**config.mk**
```make
export PLATFORM = sky130hd
export DESIGN_NAME = topk_uart_tx
export DESIGN_NICKNAME = d
export VERILOG_FILES = /design/src/rtl/topk_uart_pkg.sv /design/src/rtl/topk_uart_tx_byte.sv /design/src/rtl/topk_uart_tx.sv
export SDC_FILE = /design/constraint.sdc
export NUM_CORES = 1
export LEC_CHECK = 0
export ABC_AREA = 1
export ABC_CLOCK_PERIOD_IN_PS = 3000
export BUFFER_PORTS_ARGS = -buffer_cell sky130_fd_sc_hd__buf_4
export CAP_MARGIN = 0
export CORE_MARGIN = 3
export CORE_UTILIZATION = 55
export CTS_CLUSTER_SIZE = 40
export DETAILED_ROUTE_END_ITERATION = 16
export PLACE_DENSITY = 0.88
export SLEW_MARGIN = 15
export SYNTH_ARGS = -nofsm -noshare
export SYNTH_HDL_FRONTEND = slang
export SYNTH_SLANG_ARGS = --single-unit
```
**constraint.sdc**
```tcl
create_clock -name clk_in -period 3 [get_ports clk_in]
set_clock_uncertainty 0.2 [all_clocks]
set_input_delay 0 -clock clk_in [delete_from_list [all_inputs] [get_ports clk_in]]
set_output_delay 0 -clock clk_in [all_outputs]
set_load 0.005 [all_outputs]
```
**src/rtl/topk_uart_pkg.sv**
```systemverilog
// Shared frame-state type and framing constants for the top-k result UART link.
// The framing matches the host-to-FPGA query loader, so both directions share one host parser.
package topk_uart_pkg;

  typedef enum logic [1:0] {
    FR_IDLE,
    FR_SYNC,
    FR_DATA,
    FR_TRAILER
  } frame_state_e;

  localparam logic [31:0] SYNC_WORD            = 32'hFFFF_FFFF;
  localparam int          BYTES_PER_WORD       = 4;
  localparam int          DEFAULT_CLKS_PER_BIT = 180;

  // Bytes leave the link LSB byte first.
  function automatic logic [7:0] word_byte(input logic [31:0] w, input logic [1:0] idx);
    return w[8*idx +: 8];
  endfunction

endpackage

```
**src/rtl/topk_uart_tx_byte.sv**
```systemverilog
// 8N1 byte serializer with a valid/ready byte input and CTS gating of start bits.
// A byte already on the line always completes; the next byte may start on the stop bit's last cycle.
module uart_byte_tx
  import topk_uart_pkg::*;
#(
  parameter int CLKS_PER_BIT = DEFAULT_CLKS_PER_BIT
) (
  input  logic       clk_in,
  input  logic       rst_in,
  input  logic [7:0] byte_in,
  input  logic       byte_valid_in,
  output logic       byte_ready_out,
  input  logic       uart_cts_n_in,
  output logic       done_out,
  output logic       txd_out
);

  localparam int            CW        = (CLKS_PER_BIT > 1) ? $clog2(CLKS_PER_BIT) : 1;
  localparam logic [CW-1:0] BAUD_LAST = CW'(CLKS_PER_BIT - 1);

  typedef enum logic [1:0] {
    TX_IDLE,
    TX_START,
    TX_DATA,
    TX_STOP
  } tx_state_e;

  tx_state_e     state_q;
  logic [CW-1:0] baud_q;
  logic [2:0]    bit_q;
  logic [7:0]    shift_q;
  logic          txd_q;

  logic bit_end;
  logic take;

  assign bit_end        = (baud_q == BAUD_LAST);
  assign done_out       = (state_q == TX_STOP) && bit_end;
  // Accepting during the stop bit's final cycle keeps consecutive bytes gap-free.
  assign byte_ready_out = !uart_cts_n_in && ((state_q == TX_IDLE) || done_out);
  assign take           = byte_valid_in && byte_ready_out;
  assign txd_out        = txd_q;

  always_ff @(posedge clk_in or negedge rst_in) begin
    if (!rst_in) begin
      state_q <= TX_IDLE;
      baud_q  <= '0;
      bit_q   <= '0;
      shift_q <= '0;
      txd_q   <= 1'b1;
    end else if (take) begin
      state_q <= TX_START;
      baud_q  <= '0;
      bit_q   <= '0;
      shift_q <= byte_in;
      txd_q   <= 1'b0;
    end else begin
      case (state_q)
        TX_START: begin
          if (bit_end) begin
            state_q <= TX_DATA;
            baud_q  <= '0;
            bit_q   <= '0;
            txd_q   <= shift_q[0];
            shift_q <= {1'b0, shift_q[7:1]};
          end else begin
            baud_q <= baud_q + 1'b1;
          end
        end
        TX_DATA: begin
          if (bit_end) begin
            baud_q <= '0;
            if (bit_q == 3'd7) begin
              state_q <= TX_STOP;
              txd_q   <= 1'b1;
            end else begin
              bit_q   <= bit_q + 3'd1;
              txd_q   <= shift_q[0];
              shift_q <= {1'b0, shift_q[7:1]};
            end
          end else begin
            baud_q <= baud_q + 1'b1;
          end
        end
        TX_STOP: begin
          if (bit_end) begin
            state_q <= TX_IDLE;
            baud_q  <= '0;
          end else begin
            baud_q <= baud_q + 1'b1;
          end
        end
        default: begin
          state_q <= TX_IDLE;
          baud_q  <= '0;
          txd_q   <= 1'b1;
        end
      endcase
    end
  end

endmodule

```
**src/rtl/topk_uart_tx.sv**
```systemverilog
// Frames top-k result sets as SYNC_WORD, result words, cycle-count trailer and sends them over UART.
// One word register decouples the result FIFO from the byte serializer.
module topk_uart_tx #(
  parameter int          CLKS_PER_BIT = topk_uart_pkg::DEFAULT_CLKS_PER_BIT,
  parameter logic [31:0] SYNC_WORD    = topk_uart_pkg::SYNC_WORD
) (
  input  logic        clk_in,
  input  logic        rst_in,
  input  logic [31:0] result_in,
  input  logic        result_valid_in,
  input  logic        result_last_in,
  output logic        result_ready_out,
  input  logic [31:0] cycles_in,
  input  logic        uart_cts_n_in,
  output logic        uart_txd_out,
  output logic        busy_out,
  output logic [15:0] frames_sent_out
);

  import topk_uart_pkg::*;

  frame_state_e state_q;
  logic [31:0]  word_q;
  logic [31:0]  cycles_q;
  logic         full_q;
  logic         last_q;
  logic         trl_sent_q;
  logic         alive_q;
  logic [1:0]   byte_idx_q;
  logic [15:0]  frames_q;

  logic [7:0] tx_byte;
  logic       tx_valid;
  logic       tx_ready;
  logic       tx_done;
  logic       tx_take;
  logic       accept;
  logic       last_byte;

  always_comb begin
    tx_byte  = '0;
    tx_valid = 1'b0;
    case (state_q)
      FR_SYNC: begin
        tx_byte  = word_byte(SYNC_WORD, byte_idx_q);
        tx_valid = 1'b1;
      end
      FR_DATA: begin
        tx_byte  = word_byte(word_q, byte_idx_q);
        tx_valid = full_q;
      end
      FR_TRAILER: begin
        tx_byte  = word_byte(cycles_q, byte_idx_q);
        tx_valid = !trl_sent_q;
      end
      default: ;
    endcase
  end

  // alive_q holds ready low until the first edge after reset release.
  assign result_ready_out = alive_q && !full_q && ((state_q == FR_IDLE) || (state_q == FR_DATA));
  assign accept           = result_valid_in && result_ready_out;
  assign tx_take          = tx_valid && tx_ready;
  assign last_byte        = (byte_idx_q == 2'(BYTES_PER_WORD - 1));
  assign busy_out         = (state_q != FR_IDLE);
  assign frames_sent_out  = frames_q;

  always_ff @(posedge clk_in or negedge rst_in) begin
    if (!rst_in) begin
      state_q    <= FR_IDLE;
      word_q     <= '0;
      cycles_q   <= '0;
      full_q     <= 1'b0;
      last_q     <= 1'b0;
      trl_sent_q <= 1'b0;
      alive_q    <= 1'b0;
      byte_idx_q <= '0;
      frames_q   <= '0;
    end else begin
      alive_q <= 1'b1;
      if (accept) begin
        word_q <= result_in;
        last_q <= result_last_in;
        full_q <= 1'b1;
        if (result_last_in) begin
          cycles_q <= cycles_in;
        end
      end
      if (tx_take) begin
        byte_idx_q <= byte_idx_q + 2'd1;
      end
      case (state_q)
        FR_IDLE: begin
          if (accept) state_q <= FR_SYNC;
        end
        FR_SYNC: begin
          if (tx_take && last_byte) state_q <= FR_DATA;
        end
        FR_DATA: begin
          // Emptying on the 4th handoff lets the next word land while that byte is on the line.
          if (tx_take && last_byte) begin
            full_q <= 1'b0;
            if (last_q) state_q <= FR_TRAILER;
          end
        end
        FR_TRAILER: begin
          if (tx_take && last_byte) trl_sent_q <= 1'b1;
          if (trl_sent_q && tx_done) begin
            state_q    <= FR_IDLE;
            trl_sent_q <= 1'b0;
            frames_q   <= frames_q + 16'd1;
          end
        end
        default: state_q <= FR_IDLE;
      endcase
    end
  end

  uart_byte_tx #(
    .CLKS_PER_BIT(CLKS_PER_BIT)
  ) u_byte_tx (
    .clk_in        (clk_in),
    .rst_in        (rst_in),
    .byte_in       (tx_byte),
    .byte_valid_in (tx_valid),
    .byte_ready_out(tx_ready),
    .uart_cts_n_in (uart_cts_n_in),
    .done_out      (tx_done),
    .txd_out       (uart_txd_out)
  );

endmodule

```
== Yosys cells after proc, flatten, opt, wreduce, memory -nomap -nowiden ==
Cells that the tools add are included.

* Flip-flop bits (word level): 110
* Logic and storage cells: 104
* Input bits: 69
* Output and inout bits: 19

* Multiplexer cells: 37
* Shift operators: 3
* Add/sub/neg operators: 4
* Equality and inequality tests: 20
* Reductions and logical operators: 26

{| class="wikitable"
|+ Operators by type and width
! cell !! number
|-
| $shiftx 32x6->8 || 2
|-
| $mux 8 || 7
|-
| $shiftx 32x6->8 const A || 1
|-
| $pmux 8 s3 || 1
|-
| $mux 2 || 10
|-
| $add 16x1->16 const B || 1
|-
| $pmux 8 s2 || 1
|-
| $mux 3 || 4
|-
| $ne 3x2->1 const B || 4
|-
| $eq 2x2->1 const B || 5
|-
| $ne 2x2->1 const B || 5
|-
| $mux 1 || 9
|-
| $add 8x1->8 const B || 1
|-
| $eq 8x8->1 const B || 1
|-
| $logic_and 1x1->1 || 8
|-
| $pmux 2 s4 || 1
|-
| $reduce_and 4->1 || 2
|-
| $pmux 1 s3 || 2
|-
| $pmux 2 s3 || 1
|-
| $pmux 3 s2 || 1
|-
| $reduce_and 2->1 || 3
|-
| $reduce_and 5->1 || 1
|-
| $eq 2x1->1 const B || 2
|-
| $logic_not 2->1 || 2
|-
| 11 further kinds || 15
|}

== Longest topological paths before layout ==
Gate-level depths: netlist of run 1.

* Depth after elaboration: 8
* Gate-level depth with buffers: 13

== Modules after synthesis ==
Synthesis of run 1 repeated with hierarchy kept, for this count alone.

* Cells, all modules: 746
* Area total of the unflattened synthesis: 5800.6 µm²

{| class="wikitable"
|+ Modules (own cells, without submodules)
! module !! instances !! area each (µm²) !! cells an instance !! seq. area each (µm²)
|-
| topk_uart_tx || 1 || 4468.0 || 578 || 2202.1
|-
| uart_byte_tx || 1 || 1332.5 || 168 || 551.8
|}

== Worst setup path before layout of run 1 ==
No wires, ideal clock.

* Path type: register -> register
* From: register state_q[0]
* To: register cycles_q[0]
* Arrival time: 1.716 ns
* Period minus slack after synthesis: 2.041 ns
* Stages on the path, launching flop included: 11
* Library setup time: 0.125 ns
* Path buffers: 2
* Setup slack: 0.959 ns
* Cell sequence: dfrtp_1 inv_1 ha_1 buf_4 inv_2 nand2_2 nand4_4 clkinv_2 nand2_4 buf_6 mux2_4

* Word-level cells in the longest chain between the ends: 5

{| class="wikitable"
|+ RTL lines
! element !! line !! RTL
|-
| start, declared || topk_uart_tx.sv:22 || <nowiki>frame_state_e state_q;</nowiki>
|-
| start signal, assigned || topk_uart_tx.sv:70 || <nowiki>state_q <= FR_IDLE;</nowiki>
|-
| start signal, assigned || topk_uart_tx.sv:94 || <nowiki>if (accept) state_q <= FR_SYNC;</nowiki>
|-
| start signal, assigned || topk_uart_tx.sv:97 || <nowiki>if (tx_take && last_byte) state_q <= FR_DATA;</nowiki>
|-
| $eq 2x2->1 or $logic_not 2->1 (tied branches) || topk_uart_tx.sv:61 || <nowiki>assign result_ready_out = alive_q && !full_q && ((state_q == FR_IDLE) || (state_q == FR_DATA));</nowiki>
|-
| $logic_or 1x1->1 * || topk_uart_tx.sv:61 ||
|-
| $logic_and 1x1->1 * || topk_uart_tx.sv:61 ||
|-
| $logic_and 1x1->1 * || topk_uart_tx.sv:62 || <nowiki>assign accept = result_valid_in && result_ready_out;</nowiki>
|-
| $reduce_and 2->1 (no source line) * || - ||
|-
| end signal, assigned || topk_uart_tx.sv:86 || <nowiki>cycles_q <= cycles_in;</nowiki>
|-
| end, declared || topk_uart_tx.sv:24 || <nowiki>logic [31:0] cycles_q;</nowiki>
|}

Mark *: on every way between the ends. The rest lies on a longest branch, timed or not.
A chain may end at the register's enable or synchronous reset.

== Worst setup path in the final report of run 1 ==
* From: register state_q[1]
* To: register cycles_q[12]

Same word-level chain as after synthesis.

==> impl_metrics.json, run 1 <==
{
  "status": "finished, final reports clean",
  "synth_area_sq_um": 5727,
  "synth_cells": 668,
  "finalNetCount": 900,
  "pwr-share-clk": 0.148,
  "tightestPinTransition_ns": 0.9121,
  "combPwrFrac": 0.417,
  "syn_area_per_cell_sq_um": 8.573,
  "hold_viol": 0,
  "num_rows": 36,
  "clk_path_buf_depth": 2,
  "ctsHoldBuffers": 66,
  "dr.pass1.iters": 8,
  "postCtsSetupBuffers": 0,
  "finalWorstSetupSlack_ns": 0.5989,
  "setup_viol_count_final": 0,
  "cp.arrival_ns": 2.46,
  "worst_setup_path_start_kind": "flip-flop",
  "layout-drive-gt1-share": 0.1946,
  "synth_top_area_share": 0.4763,
  "yosysTopAreaCell": "dfrtp_1",
  "maxCapViolCount": 0,
  "gp_congestion": 0.9262,
  "cp_top_family": "simple AND/OR/NAND/NOR gates",
  "required_ns": 3.06,
  "max_stage_delay_ns": 0.46,
  "start_util": 0.5753,
  "clkTransAtPathRegs_ns": 0.10,
  "layout_min_cycle_time_ns": 2.401,
  "synth-main-ff-cell": "dfrtp_1",
  "crit_path_top_delay_cell": "nand2_4",
  "die_y_um": 108.0,
  "antenna_cells": 0,
  "power.density_nw_per_um2": 754.0,
  "fillCellCount": 663,
  "antenna_found_initial": 0,
  "cts.sinks": 110,
  "drv_slew": 0,
  "grt_usage": 0.2770,
  "yosys_warnings": 0,
  "drc": 0,
  "htree_levels": 3,
  "ys_types": 35,
  "numCtsBuffers": 9,
  "seqPwrFrac": 0.435,
  "cts_root_buf": "clkbuf_8",
  "max-slew-margin-rel": 0.3919,
  "fmax_ghz": 0.4165,
  "grt_max_degree": 73,
  "drt_iter0_drc": 310,
  "synthArstFlopShare": 1.000,
  "power_switching_mw": 2.173,
  "synthTopCellsByArea": "dfrtp_1 48%, nand2_1 18%, mux2_4 7.6%, nand3_1 7.5%, ha_1 3.7%",
  "vias_per_cell": 5.384,
  "io_buffer_count": 87,
  "design.die.area_sq_um": 11670,
  "rsz0062_at_grt": "no",
  "grt_pass1_wl_um": 25610,
  "p_leak_nw": 3.714,
  "synthTopCellsByCount": "272 x nand2_1, 109 x dfrtp_1, 86 x nand3_1",
  "overflow": 0,
  "grt_pass1_vias": 5363,
  "place_area_sq_um": 6461,
  "synth_edf_count": 0,
  "die_w_um": 108.0,
  "yosysSeqAreaShare": 0.4809,
  "pin_count": 88,
  "min_path_type": "primary input to flip-flop",
  "clk_latency_ns": 0.37,
  "num_vias": 5115,
  "core_area_sq_um": 9955,
  "final.setup.tns_ns": 0,
  "wirelength_um": 15220,
  "dpl.hpwl_um": 9644,
  "crit_chain": "inv_1, ha_1, inv_2, nand2_2, nand4_4, clkinv_2, nand2_4, mux2_2",
  "pre_cts_slack_ns": 0.6479,
  "post_drt_wl_per_cell_um": 16.02,
  "synth-seq-cells": 110,
  "fin_area_sq_um": 7289,
  "path_max_fanout": 33,
  "end_kind": "flip-flop",
  "synth.most_common_cell": "nand2_1",
  "post_cts_resized": 0,
  "critPathBufInv": 3,
  "syn_nets": 754,
  "path_class": "flip-flop to flip-flop",
  "cts_tree": "built",
  "area_growth_syn_to_layout_pct": 27.29,
  "intPower_mw": 3.323,
  "switching_share": 0.3954,
  "ir_worst_vdd_uv": 457.8,
  "detail-route-antenna-nets": 0,
  "fin_util": 0.7323,
  "finalCritPeriodShare": 0.8004
}
## worst register-to-register path, delay by kind of cell, from the launching register on
kind,cells,cell delay [ns]
multiplexers,1,0.43
buffers and inverters,3,0.37
flip-flops,1,0.43
adder cells (fa/ha/maj),1,0.24
AND/OR/NAND/NOR,3,0.63
## sequential cells by signal, summed over array words and instances (netlist names)
signal             flops
alive_q                1
byte_idx_q             2
cycles_q              32
frames_sent_out       16
full_q                 1
last_q                 1
state_q                2
trl_sent_q             1
u_byte_tx.baud_q       8
u_byte_tx.bit_q        3
u_byte_tx.shift_q      8
u_byte_tx.state_q      2
u_byte_tx.txd_out      1
word_q                32
## cells in the final DEF (no fill, tap or decap), types with 2 or more instances in the layout
cell type      instances
a21oi_1                4
buf_4                 96
clkbuf_8               9
clkinv_1               2
clkinv_4               2
dfrtp_1              109
dlygate4sd3_1         66
ha_1                  17
inv_1                 33
inv_2                  2
inv_6                  3
mux2_2                 3
mux2_4                29
nand2_1              272
nand2_2                2
nand2_4                2
nand3_1               86
nand4_1                3
nor2_1                26
nor3_1                 8
nor3b_1                2
o21ai_0                8
or2_2                  3
xnor2_1                4
xor2_1                15
## path summary, 6_finish.rpt
path / start / endpoint / slack (ns) / depth (start not counted)
max reg2reg: state_q[1] / cycles_q[12] / 0.60 / 8
max in group asynchronous: rst_in / word_q[13] / 1.58 / 3
max: state_q[1] / cycles_q[12] / 0.60 / 8
min reg2reg: u_byte_tx.baud_q[0] / u_byte_tx.baud_q[0] / 0.29 / 1
min in group asynchronous: rst_in / frames_sent_out[9] / 0.09 / 2
min: result_valid_in / word_q[14] / 0.08 / 5
## cells by family (layout without fill, tap and decap cells)
| group | Yosys count | in the layout | synth area share |
|---|---|---|---|
| AND/OR/NAND/NOR | 408 | 408 | 0.3013 |
| flip-flops | 110 | 110 | 0.4809 |
| buffers and inverters | 65 | 214 | 0.05178 |
| multiplexers | 32 | 32 | 0.08193 |
| XOR/XNOR | 19 | 19 | 0.02906 |
| adder cells (fa/ha/maj) | 17 | 17 | 0.03714 |
| AO/OA/AOI/OAI | 16 | 16 | 0.01726 |
| other | 1 | 1 | 0.0006548 |
## power groups by stage
stage | clock network, mW | registers (mW) | logic (mW)
floorplan | 0 | 2.26 | 1.70
global placement | 0 | 2.36 | 2.05
detailed placement | 0 | 2.38 | 2.17
CTS | 0.832 | 2.37 | 2.25
global route | 0.884 | 2.44 | 2.55
finish | 0.816 | 2.39 | 2.29
## stage by stage
stage | cells | hold slack, ns | power, mW
6_report | 950 | 0.07617 | 5.496
5_1_grt | 950 | 0.09156 | 5.877
4_1_cts | 950 | 0.05751 | 5.446
3_5_place_dp | 870 | -0.01161 | 4.559
3_3_place_gp | 870 | -0.03166 | 4.416
2_1_floorplan | 668 | -0.4956 | 3.958
## area by class of cell
| class | instances | area, sq um | area share |
|---|---|---|---|
| well taps | 133 | 166.4 | 0.02283 |
| multi-input cells | 493 | 2676 | 0.3671 |
| repair buffers | 162 | 1381 | 0.1895 |
| clock inverters | 5 | 43.79 | 0.006008 |
| clock buffers | 9 | 123.9 | 0.01699 |
| inverters | 38 | 143.9 | 0.01974 |
| flip-flops and latches | 110 | 2754 | 0.3778 |
## layer usage
layer  vias up  track usage  wire [um]
li1       2409            -          -
met1      2440       0.3456       6077
met2       225       0.4827       7847
met3        41      0.05612        883
met4         0      0.09107        406
met5         -            0          0
Power figures use the tool's default switching activity.
==> run 2, diff against run 1 <==
--- a/config.mk
+++ b/config.mk
@@ -5,8 +5,8 @@
 export SDC_FILE = /design/constraint.sdc
 export NUM_CORES = 1
 export LEC_CHECK = 0
-export ABC_AREA = 1
-export ABC_CLOCK_PERIOD_IN_PS = 3000
+export ABC_AREA = 0
+export ABC_CLOCK_PERIOD_IN_PS = 2430
 export BUFFER_PORTS_ARGS = -buffer_cell sky130_fd_sc_hd__buf_4
 export CAP_MARGIN = 0
 export CORE_MARGIN = 3
==> constraint.sdc (replaced) <==
create_clock -name clk_in -period 2.43 [get_ports clk_in]
set_clock_uncertainty 0.2 [all_clocks]
set_input_delay 0 -clock clk_in [delete_from_list [all_inputs] [get_ports clk_in]]
set_output_delay 0 -clock clk_in [all_outputs]
set_load 0.005 [all_outputs]
==> impl_metrics.json, run 2 <==
{
  "path_class": "flip-flop to flip-flop",
  "layout_min_cycle_time_ns": 2.432,
  "numCtsBuffers": 9,
  "grt_usage": 0.2852,
  "violations": "negative setup slack",
  "final_common_cell": "buf_4",
  "synth-seq-cells": 110,
  "finalNetCount": 702,
  "cts_root_buf": "clkbuf_8",
  "gp_congestion": 0.9317,
  "cp.arrival_ns": 2.55,
  "synth_cells": 439,
  "path_max_fanout": 8,
  "critPathBufInv": 2,
  "grt_pass1_vias": 4519,
  "power.density_nw_per_um2": 436.1,
  "overflow": 0,
  "crit_chain": "inv_1, ha_2, nand2_1, a311o_2, or2_4, buf_4, nor3_2, mux2_2",
  "hold_viol": 0,
  "grt_max_degree": 54,
  "fin_total_pwr_mw": 3.131,
  "synth-main-ff-cell": "dfrtp_1",
  "synthTopCellsByArea": "dfrtp_1 52%, mux2_2 14%, ha_1 4.1%, a22oi_1 3.2%, xnor2_1 2.5%",
  "whs_ns": 0.04276,
  "synth.most_common_cell": "dfrtp_1",
  "min_path_type": "primary input to flip-flop",
  "dr.pass1.iters": 5,
  "drc": 0,
  "end_kind": "flip-flop",
  "crit_path_top_delay_cell": "a311o_2",
  "clk_latency_ns": 0.38,
  "clk_path_buf_depth": 2,
  "finalWorstSetupSlack_ns": -0.002483,
  "setup_viol_count_final": 1,
  "synthTopCellsByCount": "109 x dfrtp_1, 67 x mux2_2, 28 x nand2_1",
  "antenna_cells": 0,
  "fin_util": 0.7998,
  "htree_levels": 3,
  "grt_pass1_wl_um": 23010,
  "die_w_um": 103.3,
  "drv_slew": 0,
  "cp_top_family": "simple AND/OR/NAND/NOR gates",
  "rsz0062_at_grt": "yes",
  "finalCritPeriodShare": 1.001,
  "layout-drive-gt1-share": 0.3581,
  "clkTransAtPathRegs_ns": 0.11,
  "worst_setup_path_start_kind": "flip-flop",
  "yosysSeqAreaShare": 0.5287,
  "dpl.hpwl_um": 8423,
  "design.die.area_sq_um": 10670,
  "tightestPinTransition_ns": 0.6620,
  "synthArstFlopShare": 1.000,
  "vias_per_cell": 5.930,
  "start_util": 0.5803,
  "max_stage_delay_ns": 0.47,
  "synth_area_sq_um": 5209,
  "die_y_um": 103.3,
  "detail-route-antenna-nets": 0,
  "status": "complete, but fails checks",
  "maxCapViolCount": 0,
  "fmax_ghz": 0.4111,
  "drt_iter0_drc": 303,
  "synth_edf_count": 0,
  "core_area_sq_um": 8976,
  "ys_types": 51,
  "antenna_found_initial": 0,
  "cts_tree": "built",
  "area_growth_syn_to_layout_pct": 37.83,
  "cts.sinks": 110,
  "ir_worst_vdd_uv": 405.6,
  "required_ns": 2.55,
  "synth_top_area_share": 0.5237,
  "yosys_warnings": 0,
  "io_buffer_count": 87,
  "wirelength_um": 15030,
  "num_vias": 4424,
  "syn_area_per_cell_sq_um": 11.87,
  "num_rows": 34,
  "yosysTopAreaCell": "dfrtp_1",
  "max-slew-margin-rel": 0.5577,
  "final_cell_mix": "114 x buf_4, 108 x dfrtp_1, 68 x dlygate4sd3_1",
  "final.setup.tns_ns": -0.002483,
  "post_drt_wl_per_cell_um": 20.15,
  "syn_nets": 525,
  "pin_count": 88,
  "p_leak_nw": 3.448
}
## run 2: metrics by stage
stage               setup WS, ns  std cells  instance area [sq um]
floorplan                0.05695        439                   5209
global placement         -0.2163        659                   6196
detailed placement       -0.3369        659                   6196
CTS                     0.008434        744                   7096
global route            -0.07565        746                   7179
finish                 -0.002483        746                   7179
## run 2: what timing repair did
| action | 4_1_cts | 5_1_grt |
|---|---|---|
| buffers inserted | 0 | 1 |
| gates cloned | 1 | 1 |
| pin swaps | 1 | 2 |
| gates resized for setup | 4 | 17 |
| hold buffers | 69 | 0 |
| setup endpoints to repair | 13 | 22 |
| hold endpoints to repair | 176 | 0 |
## run 2: where the power goes
| group | switching (mW) | leakage (nW) | internal [mW] |
|---|---|---|---|
| clock network | 0.664 | 0.0913 | 0.380 |
| registers | 0.00395 | 1.50 | 1.83 |
| logic | 0.0939 | 1.86 | 0.158 |
| total | 0.762 | 3.45 | 2.37 |
## run 2: worst paths after layout
check	from	endpoint	slack [ns]	cells after the start
worst max register to register	state_q[0]	u_byte_tx.shift_q[7]	-0.002	8
worst min register to register	frames_sent_out[15]	frames_sent_out[15]	0.28	1
worst min-delay path	uart_cts_n_in	u_byte_tx.state_q[1]	0.04	4
max in group asynchronous	rst_in	cycles_q[19]	1.14	4
worst max-delay path	state_q[0]	u_byte_tx.shift_q[7]	-0.002	8
min in group asynchronous	rst_in	u_byte_tx.txd_out	0.51	3
## run 2: area by class of cell
class                      instances  area, sq um
multi-input combinational        291         2380
sequential                       110         2755
inverter                          15        56.30
clock buffer                       9        123.9
tap                              126        157.7
timing repair buffer             189         1659
fill                             474         1797
clock inverter                     6        47.55
## run 2: layer usage
| layer | share of wire | wire length [um] | vias up | global-route usage |
|---|---|---|---|---|
| li1 | - | - | 1951 | - |
| met1 | 0.38 | 5655 | 2189 | 0.3523 |
| met2 | 0.52 | 7838 | 231 | 0.4983 |
| met3 | 0.062 | 939 | 53 | 0.04628 |
| met4 | 0.040 | 600 | 0 | 0.1185 |
| met5 | 0 | 0 | - | 0 |
## run 2: worst min-delay path: stages
cell     delay [ns]
buf_4          0.08
a311o_2        0.23
nor2_1         0.10
o32ai_1        0.15
## run 2: cells by family (layout without fill, tap and decap cells)
logic type                 count (synthesis)  in the layout  synth area share
DFF                                      110            110            0.5287
and+or+nand+nor                           96             96           0.08864
AOI/OAI and AO/OA                         85             87            0.1261
muxes                                     68             68            0.1468
buffers and inverters                     40            219           0.03123
xor gates and xnor gates                  22             22           0.03699
adders and majority gates                 17             17           0.04084
other                                      1              1         0.0007199
==> run 3, diff against run 2 <==
--- a/config.mk
+++ b/config.mk
@@ -13,7 +13,8 @@
 export CORE_UTILIZATION = 55
 export CTS_CLUSTER_SIZE = 40
 export DETAILED_ROUTE_END_ITERATION = 16
-export PLACE_DENSITY = 0.88
+export HOLD_SLACK_MARGIN = 0.08
+export PLACE_DENSITY = 0.78
 export SLEW_MARGIN = 15
 export SYNTH_ARGS = -nofsm -noshare
 export SYNTH_HDL_FRONTEND = slang
==> impl_metrics.json, run 3 (same netlist as run 2, synthesis figures left out) <==
{
  "layout_min_cycle_time_ns": 2.347,
  "dpl.hpwl_um": 8781,
  "p_leak_nw": 3.493,
  "core_area_sq_um": 8976,
  "path_class": "flip-flop to flip-flop",
  "drv_slew": 0,
  "htree_levels": 3,
  "reg2reg_from": "state_q[0]",
  "crit_path_top_delay_cell": "dfrtp_1",
  "drc": 0,
  "pin_count": 88,
  "numCtsBuffers": 9,
  "status": "finished, final reports clean",
  "cts_root_buf": "clkbuf_8",
  "fillCellCount": 472,
  "finalCritPeriodShare": 0.9659,
  "grt_pass1_vias": 4685,
  "layout-drive-gt1-share": 0.3499,
  "regToRegSetupSlack_ns": 0.08,
  "power.density_nw_per_um2": 464.1,
  "required_ns": 2.52,
  "min_path_type": "primary input to flip-flop",
  "hold_viol": 0,
  "cts.sinks": 110,
  "final_cell_mix": "119 x buf_4, 109 x dfrtp_1, 69 x dlygate4sd3_1",
  "die_y_um": 103.3,
  "clk_latency_ns": 0.39,
  "clkTransAtPathRegs_ns": 0.12,
  "drt_iter0_drc": 309,
  "wirelength_um": 14780,
  "io_buffer_count": 87,
  "antenna_found_initial": 0,
  "cp.arrival_ns": 2.44,
  "crit_chain": "inv_1, ha_1, clkbuf_8, a22oi_1, a22o_1, a211oi_1, o211ai_1, a31oi_1",
  "finalNetCount": 705,
  "rsz0062_at_grt": "yes",
  "fin_cells": 749,
  "vias_per_cell": 5.848,
  "gp_congestion": 0.8481,
  "timing.rr.end": "u_byte_tx.shift_q[3]",
  "num_vias": 4380,
  "r2r_cells": 8,
  "tightestPinTransition_ns": 0.6574,
  "whs_ns": 0.1842,
  "antenna_cells": 0,
  "num_rows": 34,
  "place_inst": 660,
  "max-slew-margin-rel": 0.5617,
  "end_kind": "flip-flop",
  "finalWorstSetupSlack_ns": 0.08296,
  "post_drt_wl_per_cell_um": 19.73,
  "max_stage_delay_ns": 0.41,
  "area_growth_syn_to_layout_pct": 38.75,
  "worst_setup_path_start_kind": "flip-flop",
  "hp-start": "cycles_in[21]",
  "die_w_um": 103.3,
  "overflow": 0,
  "path_max_fanout": 38,
  "fmax_ghz": 0.4261,
  "clk_path_buf_depth": 2,
  "pre_cts_slack_ns": -0.2811,
  "maxCapViolCount": 0,
  "min_path_cells": 3,
  "fin_total_pwr_mw": 3.354,
  "grt_pass1_wl_um": 23320,
  "final.setup.tns_ns": 0,
  "start_util": 0.5803,
  "critPathBufInv": 2,
  "cts_tree": "built",
  "cp_top_family": "compound AO/OA/AOI/OAI gates",
  "grt_usage": 0.2880,
  "ir_worst_vdd_uv": 364.9,
  "detail-route-antenna-nets": 0,
  "min_to": "cycles_q[21]",
  "design.die.area_sq_um": 10670,
  "grt_max_degree": 51,
  "final_common_cell": "buf_4",
  "dr.pass1.iters": 5,
  "setup_viol_count_final": 0
}
-- run 3: changes by cell type in the layout (fill, tap and decap cells not counted), moves of 2 or more --
cell and change:
buf_4 +5, buf_6 -2, bufinv_16 +2, clkinv_2 -2, ha_1 +3, ha_2 -3
-- run 3: power breakdown --
group / internal (mW) / switching (mW) / leakage (nW)
clock network: 0.597 / 0.676 / 0.115
logic: 0.155 / 0.0900 / 1.88
registers: 1.83 / 0.00382 / 1.50
total: 2.58 / 0.770 / 3.49
-- run 3: how the worst max path moves through the flow --
stage                                     from                   end  slack, ns  cells past startpoint
after global routing                state_q[0]            state_q[1]      -0.03                      7
after floorplan           u_byte_tx.state_q[0]   frames_sent_out[15]       0.06                      9
after global placement              state_q[0]  u_byte_tx.shift_q[7]      -0.24                      6
final                               state_q[0]  u_byte_tx.shift_q[3]       0.08                      8
after CTS                           state_q[0]  u_byte_tx.shift_q[7]       0.04                      6
after detailed placement            state_q[0]  u_byte_tx.shift_q[7]      -0.28                      6
-- run 3: what timing repair did --
| item | 4_1_cts | 5_1_grt |
|---|---|---|
| gates resized for setup | 4 | 12 |
| hold buffers | 69 | 0 |
| pin swaps | 1 | 1 |
| buffers inserted | 0 | 4 |
| endpoints found under the setup margin | 12 | 16 |
| hold endpoints to repair | 177 | 0 |
| gates cloned | 1 | 0 |
-- run 3: worst reg2reg max path: stages, from the launching register on --
cell      delay [ns]
dfrtp_1         0.41
inv_1           0.10
ha_1            0.19
clkbuf_8        0.30
a22oi_1         0.21
a22o_1          0.28
a211oi_1        0.20
o211ai_1        0.13
a31oi_1         0.23
-- run 3: area by class of cell --
cell class / instances / area (sq um) / share of cell area
Multi-Input combinational cell: 290 / 2352 / 0.3255
Clock inverter: 6 / 105.1 / 0.01454
Clock buffer: 9 / 123.9 / 0.01714
Timing Repair Buffer: 193 / 1678 / 0.2322
Tap cell: 126 / 157.7 / 0.02181
Sequential cell: 110 / 2754 / 0.3811
Inverter: 15 / 56.30 / 0.007791
-- run 3: metal layers --
| layer | wire length, um | global-route usage |
|---|---|---|
| met1 | 5635 | 0.3401 |
| met2 | 7858 | 0.5047 |
| met3 | 711 | 0.05835 |
| met4 | 570 | 0.1335 |
| met5 | 0 | 0 |
-- run 3: per-stage QoR --
step	instance area [sq um]	utilization
6_report	7227	0.8051
5_1_grt	7227	0.8051
4_1_cts	7149	0.7965
3_5_place_dp	6203	0.6911
3_3_place_gp	6203	0.6911
2_1_floorplan	5209	-
